File: config.mk
export PLATFORM = sky130hd
export DESIGN_NAME = mem_stage
export DESIGN_NICKNAME = d
export VERILOG_FILES = /design/src/rtl/mem_stage_pkg.sv /design/src/rtl/mem_wb_reg.sv /design/src/rtl/mem_stage.sv
export SDC_FILE = /design/constraint.sdc
export NUM_CORES = 1
export LEC_CHECK = 0
export BUFFER_PORTS_ARGS = -buffer_cell sky130_fd_sc_hd__buf_2
export CORE_UTILIZATION = 48
export DETAILED_ROUTE_END_ITERATION = 12
export HOLD_SLACK_MARGIN = 0.06
export PLACE_DENSITY = 0.9
export SLEW_MARGIN = 30
export SYNTH_ARGS = -nofsm -noshare
export SYNTH_HDL_FRONTEND = slang
export SYNTH_HIERARCHICAL = 1
export SYNTH_SLANG_ARGS = --single-unit
File: constraint.sdc
create_clock -name clk -period 2.3 [get_ports clk]
set_input_delay 0.46 -clock clk [delete_from_list [all_inputs] [get_ports clk]]
set_output_delay 0.46 -clock clk [all_outputs]
set_load 0.01 [all_outputs]
File: src/rtl/mem_stage_pkg.sv
// mem_stage_pkg
//   Shared types and constants for the MEM pipeline stage.
//   state_t              : access FSM state (IDLE / REQ)
//   TIMEOUT_CYCLES_DEF   : default watchdog depth (used only with MEM_TIMEOUT_EN)
//   ADDR_ALIGN_MASK      : low address bits that must be zero for a word access
//   is_misaligned()      : alignment test on the low address bits
package mem_stage_pkg;

   typedef enum logic {
      IDLE = 1'b0,
      REQ  = 1'b1
   } state_t;

   localparam int TIMEOUT_CYCLES_DEF = 16;

   localparam logic [1:0] ADDR_ALIGN_MASK = 2'b11;

   function automatic logic is_misaligned(input logic [1:0] addr_lsb);
      return (addr_lsb & ADDR_ALIGN_MASK) != 2'b00;
   endfunction

endpackage

File: src/rtl/mem_wb_reg.sv
// mem_wb_reg
//   MEM/WB pipeline register. A bubble cycle clears the write-enable and
//   leaves data/destination untouched; otherwise all three fields load.
//   Ports:
//     clk, rst            clock, synchronous active-high reset
//     bubble              1 = insert bubble this edge
//     next_data/_wen/_regd  values to capture
//     data, reg_wen, regd   registered MEM/WB outputs
module mem_wb_reg #(
   parameter int DATA_W = 32
) (
   input  logic              clk,
   input  logic              rst,
   input  logic              bubble,
   input  logic [DATA_W-1:0] next_data,
   input  logic              next_reg_wen,
   input  logic [4:0]        next_regd,
   output logic [DATA_W-1:0] data,
   output logic              reg_wen,
   output logic [4:0]        regd
);

   always_ff @(posedge clk) begin
      if (rst) begin
         data    <= '0;
         reg_wen <= 1'b0;
         regd    <= '0;
      end else if (bubble) begin
         reg_wen <= 1'b0;
      end else begin
         data    <= next_data;
         reg_wen <= next_reg_wen;
         regd    <= next_regd;
      end
   end

endmodule

File: src/rtl/mem_stage.sv
// mem_stage
//   MEM pipeline stage: issues data-memory loads/stores over a req/ack bus,
//   stalls upstream while an access is outstanding and registers MEM/WB.
//   Optional feature macro: MEM_TIMEOUT_EN (REQ watchdog, sticky timeout_err).
//   Ports:
//     clk, rst                       clock, synchronous active-high reset
//     alu_res_in, st_data_in         EX/MEM ALU result (= address) and store data
//     reg_wen_in, dmem_alu_in,
//     mem_wen_in, regd_in            EX/MEM control: reg write, load, store, dest reg
//     dmem_req/we/addr/wdata         bus request (held until ack), latched
//     dmem_ack, dmem_rdata           bus completion, read data valid with ack
//     stall                          upstream holds EX/MEM while high
//     misalign_err                   1-cycle pulse for a dropped misaligned access
//     timeout_err                    sticky watchdog abort flag (0 when not built)
//     wb_data, wb_reg_wen, wb_regd   MEM/WB register outputs
//
//   state | meaning
//   IDLE  | no access outstanding; a new aligned access issues from here
//   REQ   | dmem_req held with latched addr/wdata/we until ack (or watchdog)
module mem_stage
   import mem_stage_pkg::*;
#(
   parameter int DATA_W = 32
`ifdef MEM_TIMEOUT_EN
   ,
   parameter int TIMEOUT_CYCLES = TIMEOUT_CYCLES_DEF
`endif
) (
   input  logic              clk,
   input  logic              rst,
   input  logic [DATA_W-1:0] alu_res_in,
   input  logic [DATA_W-1:0] st_data_in,
   input  logic              reg_wen_in,
   input  logic              dmem_alu_in,
   input  logic              mem_wen_in,
   input  logic [4:0]        regd_in,
   output logic              dmem_req,
   output logic              dmem_we,
   output logic [DATA_W-1:0] dmem_addr,
   output logic [DATA_W-1:0] dmem_wdata,
   input  logic              dmem_ack,
   input  logic [DATA_W-1:0] dmem_rdata,
   output logic              stall,
   output logic              misalign_err,
   output logic              timeout_err,
   output logic [DATA_W-1:0] wb_data,
   output logic              wb_reg_wen,
   output logic [4:0]        wb_regd
);

   state_t state;

   logic access;
   logic misalign_drop;
   logic issue;
   logic ack_hit;
   logic tmo_hit;

   // A load+store flagged together is a store: mem_wen_in alone selects we.
   assign access        = dmem_alu_in | mem_wen_in;
   assign misalign_drop = (state == IDLE) & access & is_misaligned(alu_res_in[1:0]);
   assign issue         = (state == IDLE) & access & ~misalign_drop;
   assign ack_hit       = (state == REQ) & dmem_ack;

`ifdef MEM_TIMEOUT_EN
   localparam int CNT_W = $clog2(TIMEOUT_CYCLES + 1);

   logic [CNT_W-1:0] tmo_cnt;
   logic             tmo_flag;

   // Down-counter loaded at issue; terminal count reached in the last
   // permitted REQ cycle. An ack in that same cycle still wins.
   assign tmo_hit = (state == REQ) & ~dmem_ack & (tmo_cnt == '0);

   always_ff @(posedge clk) begin
      if (rst) begin
         tmo_cnt  <= '0;
         tmo_flag <= 1'b0;
      end else begin
         if (issue)
            tmo_cnt <= CNT_W'(TIMEOUT_CYCLES - 1);
         else if ((state == REQ) && (tmo_cnt != '0))
            tmo_cnt <= tmo_cnt - 1'b1;
         if (tmo_hit)
            tmo_flag <= 1'b1;
      end
   end

   assign timeout_err = tmo_flag;
`else
   assign tmo_hit     = 1'b0;
   assign timeout_err = 1'b0;
`endif

   // Stall falls in the ack (or abort) cycle so upstream advances on that edge.
   assign stall = ~rst & (issue | ((state == REQ) & ~dmem_ack & ~tmo_hit));

   always_ff @(posedge clk) begin
      if (rst) begin
         state        <= IDLE;
         dmem_req     <= 1'b0;
         dmem_we      <= 1'b0;
         dmem_addr    <= '0;
         dmem_wdata   <= '0;
         misalign_err <= 1'b0;
      end else begin
         misalign_err <= misalign_drop;
         case (state)
            IDLE: begin
               if (issue) begin
                  state      <= REQ;
                  dmem_req   <= 1'b1;
                  dmem_we    <= mem_wen_in;
                  dmem_addr  <= alu_res_in;
                  dmem_wdata <= st_data_in;
               end
            end
            REQ: begin
               if (dmem_ack || tmo_hit) begin
                  state    <= IDLE;
                  dmem_req <= 1'b0;
               end
            end
            default: begin
               state    <= IDLE;
               dmem_req <= 1'b0;
            end
         endcase
      end
   end

   logic [DATA_W-1:0] wb_next_data;
   logic              wb_next_wen;

   // The latched we distinguishes a completing load from a completing store.
   assign wb_next_data = (ack_hit & ~dmem_we) ? dmem_rdata : alu_res_in;
   assign wb_next_wen  = reg_wen_in & ~misalign_drop & ~tmo_hit;

   mem_wb_reg #(
      .DATA_W (DATA_W)
   ) u_mem_wb_reg (
      .clk          (clk),
      .rst          (rst),
      .bubble       (stall),
      .next_data    (wb_next_data),
      .next_reg_wen (wb_next_wen),
      .next_regd    (regd_in),
      .data         (wb_data),
      .reg_wen      (wb_reg_wen),
      .regd         (wb_regd)
   );

endmodule

==> flow_summary.ini <==
[critical_path]
reg2reg_slack_ns = 0.43
crit_path_end_kind = output port
r2r-end = u_mem_wb_reg/data[4]
crit_path_end = stall
crit_fanout = 4
cp-start-kind = flip-flop
crit_start = state
reg2reg_depth = 6
r2r-start = state
cp_data_required_time_ns = 1.84
crit_arrival_ns = 1.64
crit_type = flip-flop to output port

[timing]
min_period_over_period = 0.915
slew-limit-headroom = 0.598
clock.fmax_mhz = 475
rsz0062_at_grt = no
min_period_ns = 2.10
setup_violations = 0
drv_slew = 0
finalSetupTns_ns = 0
fin_hold_ws_ns = 0.334
finalClockSkew_ns = 0.0177
hold_viol_final = 0
worstMarginPinSlew_ns = 0.603

[global_routing]
busiest_layer = met2
antenna_found_initial = 0
grt_pass1_wl_mm = 16.4
grt_use_met2 = 0.364
grt_start_max_net_pins = 170
met3_usage = 0.0569
grt-ovfl-total = 0
grt_util_met1 = 0.211
grt_pass1_vias = 3691
grt_usage = 0.200

[final_layout]
fin_nets = 754
n_antenna_cell = 0
final_area_um2 = 6250
final_layout_size_suffix_gt1_frac = 0.414
syn_to_final_growth_pct = 27.6

[floorplan]
ios = 214
start_util = 0.499
core_um2 = 9820
die_height_um = 103
die_x_um = 103
dieArea_um2 = 10600
row_count = 36

[power]
ir_worst_vdd_uv = 355
p_total_w = 0.00413
p_leak_nw = 2.95
powerDensity_nw_per_um2 = 660

[yosys]
synth_area_um2 = 4900
ys_warn_count = 6
ys_ff_latch = 106
syn_nets = 559
synth.distinct_cells = 23
synth_cells = 452
syn_area_per_cell_um2 = 10.8
ys_seq_area_frac = 0.433

[clock_tree]
cts-resized-gates = 0
cts.sinks = 106
cts_tree = done
clkTransAtPathRegs_ns = 0.10
cts_hold_buffers = 0
htree_levels = 3
post_cts_buffers = 0
cts_buffer_depth = 2
cts_inserted_buffers = 9
insertion_delay_ns = 0.37
root_buffer = clkbuf_8

[route]
drt_first_pass_iters = 4
wirelength_mm = 11.1
num_vias = 3784
drc_errors = 0
viasPerCell = 4.82
routedWlPerCell_um = 14.2
antenna_left = 0
drt-initial-drc-count = 105

[placement]
io_buffers = 212
dp_hpwl_mm = 8.10
gp_congestion = 0.737
dpl_cell_area_um2 = 5980

[job]
cap_violations = 0

[worst_hold_path]
hp-class = input pin to flip-flop

[status]
status = finished clean
## flip-flops by register name, indices dropped and copies added, names as in the netlist
name,flops
dmem_addr,32
dmem_wdata,32
u_mem_wb_reg/data,32
u_mem_wb_reg/regd,5
dmem_req,1
dmem_we,1
misalign_err,1
state,1
u_mem_wb_reg/reg_wen,1
## placed cells by master, fill, tap and decap left out
master / Yosys / layout
buf_2: 3 / 211
buf_4: 3 / 3
or2b_1: 1 / 1
conb_1: 1 / 1
clkbuf_8: 0 / 10
nor3_1: 1 / 1
nor3_4: 0 / 1
nand2b_1: 126 / 126
buf_12: 3 / 4
o21a_1: 1 / 1
a21oi_4: 0 / 1
nor2_1: 38 / 38
a21oi_1: 3 / 2
o21bai_4: 1 / 1
mux2i_1: 100 / 100
clkinv_4: 0 / 2
mux2_4: 30 / 30
bufinv_16: 0 / 4
or2_2: 0 / 1
nor3b_1: 3 / 3
nand2_1: 2 / 2
mux2_2: 2 / 2
dfxtp_1: 106 / 106
or3_1: 1 / 1
## synth_stat cells (all sizes together)
cell type	n	area share
mux2i	100	0.20
clkbuf	16	0.012
dfxtp	106	0.43
or2	1	0.0013
nor3b	3	0.0046
conb	1	0.00076
nor2	38	0.029
buf	18	0.042
nand2	2	0.0015
nor3	2	0.0031
a21oi	3	0.0031
o21bai	1	0.0038
mux2	32	0.096
or2b	1	0.0015
o21a	1	0.0015
or3	1	0.0013
nand2b	126	0.16
## final cells by class
cell class | instances | area, um2
fill | 810 | 3560
timing repair buffer | 218 | 1160
tap | 133 | 166
clock buffer | 10 | 138
sequential | 106 | 2120
clock inverter | 6 | 138
multi-input combinational | 312 | 2530
## through the flow
step,utilization,setup slack (ns),instances
after global placement,0.609,0.345,769
final,0.637,0.197,785
after detailed placement,0.609,0.250,769
after floorplan,-,0.379,452
after global routing,0.637,0.0886,785
after CTS,0.637,0.166,785
## per-layer routing
metal,up-vias,share of wire
met4,0,0.022
li1,1873,-
met3,21,0.079
met5,-,0
met2,144,0.49
met1,1746,0.41
## cells by family (layout without fill, tap and decap cells)
logic type | Yosys count | count (layout) | share of synthesized area
compound gates | 5 | 5 | 0.00842
simple gates | 174 | 174 | 0.203
flops | 106 | 106 | 0.433
mux | 132 | 132 | 0.301
other cells | 1 | 1 | 0.000765
buf+inv | 34 | 234 | 0.0544
## report_power, final
part | switching [W] | internal, W | leakage, nW | total, W
logic | 0.000302 | 0.000335 | 1.95 | 0.000636
clock network | 0.000635 | 0.000867 | 0.137 | 0.00150
registers | 0.0000518 | 0.00194 | 0.870 | 0.00199
total | 0.000989 | 0.00314 | 2.95 | 0.00413
## worst max-delay path: stages, from the launching register on
cell,delay (ns)
dfxtp_1,0.33
o21bai_4,0.20
or3_1,0.39
a21oi_4,0.20
buf_2,0.17
## how the worst min path moves through the flow
stage | cells past startpoint | end | from | slack (ns)
floorplan | 2 | dmem_req | dmem_req | 0.48
finish | 3 | u_mem_wb_reg/regd[3] | regd_in[3] | 0.33
global route | 3 | u_mem_wb_reg/regd[0] | regd_in[0] | 0.32
global placement | 2 | dmem_req | dmem_req | 0.45
CTS | 3 | u_mem_wb_reg/regd[3] | regd_in[3] | 0.31
detailed placement | 2 | dmem_wdata[24] | dmem_wdata[24] | 0.46
No activity file was read; power rests on OpenSTA's default activity.
